<file path="config.mk">
export PLATFORM = sky130hd
export DESIGN_NAME = sram_arb2
export DESIGN_NICKNAME = d
export VERILOG_FILES = /design/src/rtl/sram_arb2_pkg.sv /design/src/rtl/sram_arb_idfifo.sv /design/src/rtl/sram_arb2.sv
export SDC_FILE = /design/constraint.sdc
export NUM_CORES = 1
export LEC_CHECK = 0
export ABC_AREA = 0
export CELL_PAD_IN_SITES_DETAIL_PLACEMENT = 1
export CELL_PAD_IN_SITES_GLOBAL_PLACEMENT = 1
export CORE_MARGIN = 1.5
export CORE_UTILIZATION = 11
export CTS_CLUSTER_DIAMETER = 200
export DETAILED_ROUTE_END_ITERATION = 7
export HOLD_SLACK_MARGIN = 0.05
export PLACE_DENSITY_LB_ADDON = 0.1
export SYNTH_ARGS = -nofsm -noshare
export SYNTH_HDL_FRONTEND = slang
export SYNTH_SLANG_ARGS = --single-unit
</file>
<file path="constraint.sdc">
create_clock -name clk -period 1.9 [get_ports clk]
set_input_delay 0.38 -clock clk [delete_from_list [all_inputs] [get_ports clk]]
set_output_delay 0.38 -clock clk [all_outputs]
set_load 0.1 [all_outputs]
</file>
<file path="src/rtl/sram_arb2_pkg.sv">
// sram_arb2_pkg: shared definitions for the two-requester SRAM arbiter.
//   ADDR_W_DEF / DATA_W_DEF : default address / data widths
//   ID_M0 / ID_M1           : requester IDs (m0 = instruction fetch, m1 = load/store)
//   rr_pick                 : round-robin pick between two requesters
package sram_arb2_pkg;

  localparam int unsigned ADDR_W_DEF = 32;
  localparam int unsigned DATA_W_DEF = 32;

  localparam logic ID_M0 = 1'b0;
  localparam logic ID_M1 = 1'b1;

  // When both request, the one that was not granted last wins;
  // a lone requester always wins.
  function automatic logic rr_pick(input logic req0, input logic req1, input logic last);
    if (req0 && req1) return ~last;
    if (req1)         return ID_M1;
    return ID_M0;
  endfunction

endpackage

</file>
<file path="src/rtl/sram_arb_idfifo.sv">
// sram_arb_idfifo: synchronous 1-bit FIFO holding the requester ID of each
// outstanding command.
//   clk, rst      : clock, asynchronous active-low reset
//   push, din     : write enable / ID written (honoured when not full, or full with pop)
//   pop           : read enable (ignored when empty)
//   dout          : ID at the head
//   full, empty   : occupancy flags
//   count         : number of entries held
module sram_arb_idfifo #(
  parameter int unsigned DEPTH = 2
) (
  input  logic                       clk,
  input  logic                       rst,
  input  logic                       push,
  input  logic                       din,
  input  logic                       pop,
  output logic                       dout,
  output logic                       full,
  output logic                       empty,
  output logic [$clog2(DEPTH+1)-1:0] count
);

  localparam int unsigned PTR_W = (DEPTH > 1) ? $clog2(DEPTH) : 1;
  localparam int unsigned CNT_W = $clog2(DEPTH + 1);
  localparam logic [CNT_W-1:0] FULL_CNT = CNT_W'(DEPTH);

  logic [DEPTH-1:0] mem;
  logic [PTR_W-1:0] rd_ptr;
  logic [PTR_W-1:0] wr_ptr;
  logic             do_push;
  logic             do_pop;

  assign do_pop  = pop & ~empty;
  // A pop in the same cycle frees the slot being written.
  assign do_push = push & (~full | do_pop);

  assign full  = (count == FULL_CNT);
  assign empty = (count == '0);
  assign dout  = mem[rd_ptr];

  // DEPTH is a power of two, so the pointers wrap naturally.
  always_ff @(posedge clk or negedge rst) begin
    if (!rst) begin
      mem    <= '0;
      rd_ptr <= '0;
      wr_ptr <= '0;
      count  <= '0;
    end else begin
      if (do_push) begin
        mem[wr_ptr] <= din;
        wr_ptr      <= wr_ptr + 1'b1;
      end
      if (do_pop) begin
        rd_ptr <= rd_ptr + 1'b1;
      end
      if (do_push && !do_pop) begin
        count <= count + 1'b1;
      end else if (!do_push && do_pop) begin
        count <= count - 1'b1;
      end
    end
  end

endmodule

</file>
<file path="src/rtl/sram_arb2.sv">
// sram_arb2: two-requester round-robin arbiter in front of the single-port
// SRAM controller cmd/rsp interface. Responses return in order and are routed
// to the issuing requester via an outstanding-ID FIFO.
//   clk, rst          : clock, asynchronous active-low reset
//   m0_* / m1_*       : requester cmd (vld/rdy/addr/read/wdata/wmask) and
//                       rsp (vld/rdy/err/rdata) channels; m0 = ifetch, m1 = lsu
//   s_cmd_*           : muxed command to the SRAM controller
//   s_rsp_*           : response from the SRAM controller
module sram_arb2
  import sram_arb2_pkg::*;
#(
  parameter int unsigned ADDR_W     = ADDR_W_DEF,
  parameter int unsigned DATA_W     = DATA_W_DEF,
  parameter int unsigned OUTS_DEPTH = 2
) (
  input  logic                clk,
  input  logic                rst,

  input  logic                m0_cmd_vld,
  output logic                m0_cmd_rdy,
  input  logic [ADDR_W-1:0]   m0_cmd_addr,
  input  logic                m0_cmd_read,
  input  logic [DATA_W-1:0]   m0_cmd_wdata,
  input  logic [DATA_W/8-1:0] m0_cmd_wmask,
  output logic                m0_rsp_vld,
  input  logic                m0_rsp_rdy,
  output logic                m0_rsp_err,
  output logic [DATA_W-1:0]   m0_rsp_rdata,

  input  logic                m1_cmd_vld,
  output logic                m1_cmd_rdy,
  input  logic [ADDR_W-1:0]   m1_cmd_addr,
  input  logic                m1_cmd_read,
  input  logic [DATA_W-1:0]   m1_cmd_wdata,
  input  logic [DATA_W/8-1:0] m1_cmd_wmask,
  output logic                m1_rsp_vld,
  input  logic                m1_rsp_rdy,
  output logic                m1_rsp_err,
  output logic [DATA_W-1:0]   m1_rsp_rdata,

  output logic                s_cmd_vld,
  input  logic                s_cmd_rdy,
  output logic [ADDR_W-1:0]   s_cmd_addr,
  output logic                s_cmd_read,
  output logic [DATA_W-1:0]   s_cmd_wdata,
  output logic [DATA_W/8-1:0] s_cmd_wmask,
  input  logic                s_rsp_vld,
  output logic                s_rsp_rdy,
  input  logic                s_rsp_err,
  input  logic [DATA_W-1:0]   s_rsp_rdata
);

  localparam int unsigned CNT_W = $clog2(OUTS_DEPTH + 1);
  localparam logic [CNT_W-1:0] MAX_OUTS = CNT_W'(OUTS_DEPTH);

  logic             last_gnt;
  logic             lock;
  logic             lock_id;
  logic             gnt;
  logic             full_n;
  logic             push;
  logic             pop;
  logic             head;
  logic             fifo_full;
  logic             fifo_empty;
  logic [CNT_W-1:0] fifo_count;

  // ---------------- command side ----------------
  // While the controller stalls the grant is frozen so the payload it sees
  // stays stable until the handshake.
  always_comb begin
    gnt = lock ? lock_id : rr_pick(m0_cmd_vld, m1_cmd_vld, last_gnt);
  end

  assign full_n     = (fifo_count < MAX_OUTS) | pop;
  assign s_cmd_vld  = (m0_cmd_vld | m1_cmd_vld) & full_n;
  assign push       = s_cmd_vld & s_cmd_rdy;
  assign m0_cmd_rdy = (gnt == ID_M0) & s_cmd_rdy & full_n;
  assign m1_cmd_rdy = (gnt == ID_M1) & s_cmd_rdy & full_n;

  always_comb begin
    s_cmd_addr  = m0_cmd_addr;
    s_cmd_read  = m0_cmd_read;
    s_cmd_wdata = m0_cmd_wdata;
    s_cmd_wmask = m0_cmd_wmask;
    if (gnt == ID_M1) begin
      s_cmd_addr  = m1_cmd_addr;
      s_cmd_read  = m1_cmd_read;
      s_cmd_wdata = m1_cmd_wdata;
      s_cmd_wmask = m1_cmd_wmask;
    end
  end

  // last_gnt resets to m1 so m0 holds first priority.
  always_ff @(posedge clk or negedge rst) begin
    if (!rst) begin
      last_gnt <= ID_M1;
      lock     <= 1'b0;
      lock_id  <= ID_M0;
    end else if (push) begin
      last_gnt <= gnt;
      lock     <= 1'b0;
    end else if (s_cmd_vld) begin
      lock     <= 1'b1;
      lock_id  <= gnt;
    end
  end

  // ---------------- response side ----------------
  // With no command outstanding, a response from the controller is spurious:
  // it is neither forwarded nor consumed.
  always_comb begin
    m0_rsp_vld = 1'b0;
    m1_rsp_vld = 1'b0;
    s_rsp_rdy  = 1'b0;
    if (!fifo_empty) begin
      if (head == ID_M1) begin
        m1_rsp_vld = s_rsp_vld;
        s_rsp_rdy  = m1_rsp_rdy;
      end else begin
        m0_rsp_vld = s_rsp_vld;
        s_rsp_rdy  = m0_rsp_rdy;
      end
    end
  end

  assign pop = s_rsp_vld & s_rsp_rdy;

  assign m0_rsp_rdata = s_rsp_rdata;
  assign m1_rsp_rdata = s_rsp_rdata;
  assign m0_rsp_err   = s_rsp_err;
  assign m1_rsp_err   = s_rsp_err;

  sram_arb_idfifo #(
    .DEPTH (OUTS_DEPTH)
  ) u_idfifo (
    .clk   (clk),
    .rst   (rst),
    .push  (push),
    .din   (gnt),
    .pop   (pop),
    .dout  (head),
    .full  (fifo_full),
    .empty (fifo_empty),
    .count (fifo_count)
  );

  // A command is only ever accepted into a full FIFO when a pop frees a slot.
  a_no_overflow: assert property (@(posedge clk) disable iff (!rst)
    fifo_full |-> !(push && !pop));

endmodule
</file>
==> metrics.cfg <==
[outcome]
outcome=finished with violations
failed_checks=setup timing

[cts]
ctsLongestPathBuffers=2
cts_tree=built
hold_buffers=0
h-tree-depth=1
cts_buffers=3
cts-root-buf=clkbuf_16
insertion_delay_ns=0.24
cts.sinks=9
clk_pin_slew_ns=0.04

[sta]
setup_slack_ns=-0.418
slew_viol_final=0
period_share_pct=122
finalSetupViolCount=74
fin_crit_ns=2.32
relSlewSlack_pct=68.7
skew_ns=0.00298
rsz0062_at_grt=yes
fmax_mhz=431
hold_viol=0
worstMarginPinSlew_ns=0.467

[placement]
place_congestion=0.757
hpwl_um=8710
io_buffers=220

[synthesis]
synth_edf_count=0
yosysTopAreaCell=mux2_1
ys_warn_count=0
synth_seq_cells=9
synth_top_cell_area_share_pct=41.1
synthDistinctLibCells=27
syn_area_um2=1860
synthArstFlopShare_pct=100
seq_area_frac_synth_pct=12.2
synth_flop_cell=dfrtp_1
syn_inst=193
synth_area_leaders=mux2_1 (41%), buf_4 (27%), dfrtp_1 (11%)
postSynthAreaPerCell_um2=9.65
syn-num-nets=373

[final_layout]
area_growth_pct=188
nFillCells=1788
drive_above_1_share_pct=52.7
layout_common_cells=clkdlybuf4s50_1 (140), buf_12 (82), mux2_4 (57)
nets=557
utilization_pct=32.3
layout_commonest_cell=clkdlybuf4s50_1
diodes=0

[pwr]
p_sw_share_pct=55.0
p_comb_share_pct=93.2
power_density_nw_per_um2=2200
total_power_mw=11.8
pwr-share-seq_pct=3.6
power_switching_mw=6.48
intPower_mw=5.30
p_clk_share_pct=3.2
p_leak_nw=2.33
peakVddDrop_mv=0.963

[critical_path]
critPathMaxStageDelay_ns=0.55
required_ns=1.52
cp-start-kind=flip-flop
crit_path_max_fanout=5
worstSetupPathType=reg2out
worst-path-buf-inv=4
slowest_stage=dfstp_2
worstSetupEndpointType=output pin
crit_top_cell=buf_12
worstPathCellList=a21boi_4 > mux2i_4 > buf_12 > buf_12 > clkbuf_16 > mux2_4 > buf_12
cp.arrival_ns=1.94
critical-path-top-delay-family=buffers and inverters

[detailed_routing]
wirelength_um=10200
vias=2124
wl_per_cell_um=17.1
antenna_left=0
firstDrtPassIters=3
vias_per_cell=3.56
drt-initial-drc-count=17
drc_errors=0

[global_route]
grt.overflow.total=0
antenna_found_initial=0
grt_pass1_vias=2297
grt_max_degree=16
grtUsageTotal_pct=10.3
grt_pass1_wl_um=14100

[floorplan]
initial_utilization_pct=11.2
fp-row-count=47
core_um2=16600
io_pins=320
die_w_um=133
die_area_um2=17700
die_height_um=133

[worst_hold_path]
hold_class=in2async

[flow_run]
drv_cap=0

[metrics by stage]
step / instances / setup WS, ns / instance area, µm² / hold WS, ns / TNS, ns
after floorplan: 193 / -0.324 / 2100 / 0.0844 / -5.18
after global placement: 580 / -0.538 / 5000 / 0.463 / -36.93
after detailed placement: 580 / -0.553 / 5000 / 0.472 / -38.07
after CTS: 588 / -0.408 / 5200 / 0.487 / -27.15
after global routing: 596 / -0.475 / 5360 / 0.494 / -32.35
final: 596 / -0.418 / 5360 / 0.468 / -27.78
[flip-flops by register name, indices dropped and copies added, names as in the netlist]
signal           cells
u_idfifo.rd_ptr      1
lock                 1
u_idfifo.wr_ptr      1
u_idfifo.mem         2
lock_id              1
u_idfifo.count       2
last_gnt             1
[final timing paths]
kind / from / to / slack, ns / depth (start not counted)
hold reg to reg: u_idfifo.wr_ptr / u_idfifo.mem[1] / 0.50 / 1
min in group clk: u_idfifo.wr_ptr / u_idfifo.mem[1] / 0.50 / 1
hold / removal: rst / u_idfifo.wr_ptr / 0.47 / 1
setup / recovery: last_gnt / s_cmd_addr[1] / -0.42 / 7
setup reg to reg: u_idfifo.rd_ptr / u_idfifo.count[1] / 0 / 8
max in group asynchronous: rst / u_idfifo.count[1] / 1.09 / 1
[power groups by stage]
stage               Combinational [mW]  Clock, mW  Sequential, mW
finish                            11.0      0.378           0.426
global route                      11.3      0.395           0.445
CTS                               10.6      0.389           0.424
detailed placement                10.4          0           0.412
global placement                  10.3          0           0.410
floorplan                         7.22          0           0.364
[timing repair]
item / 4_1_cts / 5_1_grt
pin swaps: 1 / 6
setup buffers: 3 / 4
gates resized for setup: 19 / 11
endpoints found under the setup margin: 75 / 76
gates cloned: 1 / 5
[layout make-up]
cell class	count	area, µm²	share of cell area, %
Tap cell	220	275	5.13
Timing Repair Buffer	253	3400	63.4
Sequential cell	9	228	4.25
Clock inverter	1	5.00	0.0933
Inverter	2	7.51	0.140
Clock buffer	3	75.1	1.40
Multi-Input combinational cell	108	1370	25.5
[kinds of logic after synthesis]
logic type	count (synthesis)	share of synthesized area, %
buffers and inverters	76	29.3
muxes	74	45.6
AOI/OAI and AO/OA	16	6.86
and+or+nand+nor	12	3.02
DFF	9	12.2
xor gates and xnor gates	5	2.35
adders and majority gates	1	0.672
[layer usage]
metal / up-vias / GRT usage (%) / wire, µm
li1: 974 / - / -
met1: 1001 / 10.8 / 3550
met2: 145 / 20.1 / 5640
met3: 4 / 3.35 / 981
met4: 0 / 1.45 / 17
met5: - / 0 / 0
[cell usage after synthesis (2+ instances only)]
library cell  number
a211oi_1           3
a21oi_2            2
xnor2_1            4
a2bb2oi_1          3
inv_1              2
dfrtp_1            8
buf_4             67
mux2i_1            2
nand2_1            2
o211a_1            2
mux2_1            68
nor2_1             6
nor2b_1            2
mux2_4             2
o21ai_0            2
buf_2              7
No activity file was read; power rests on OpenSTA's default activity.
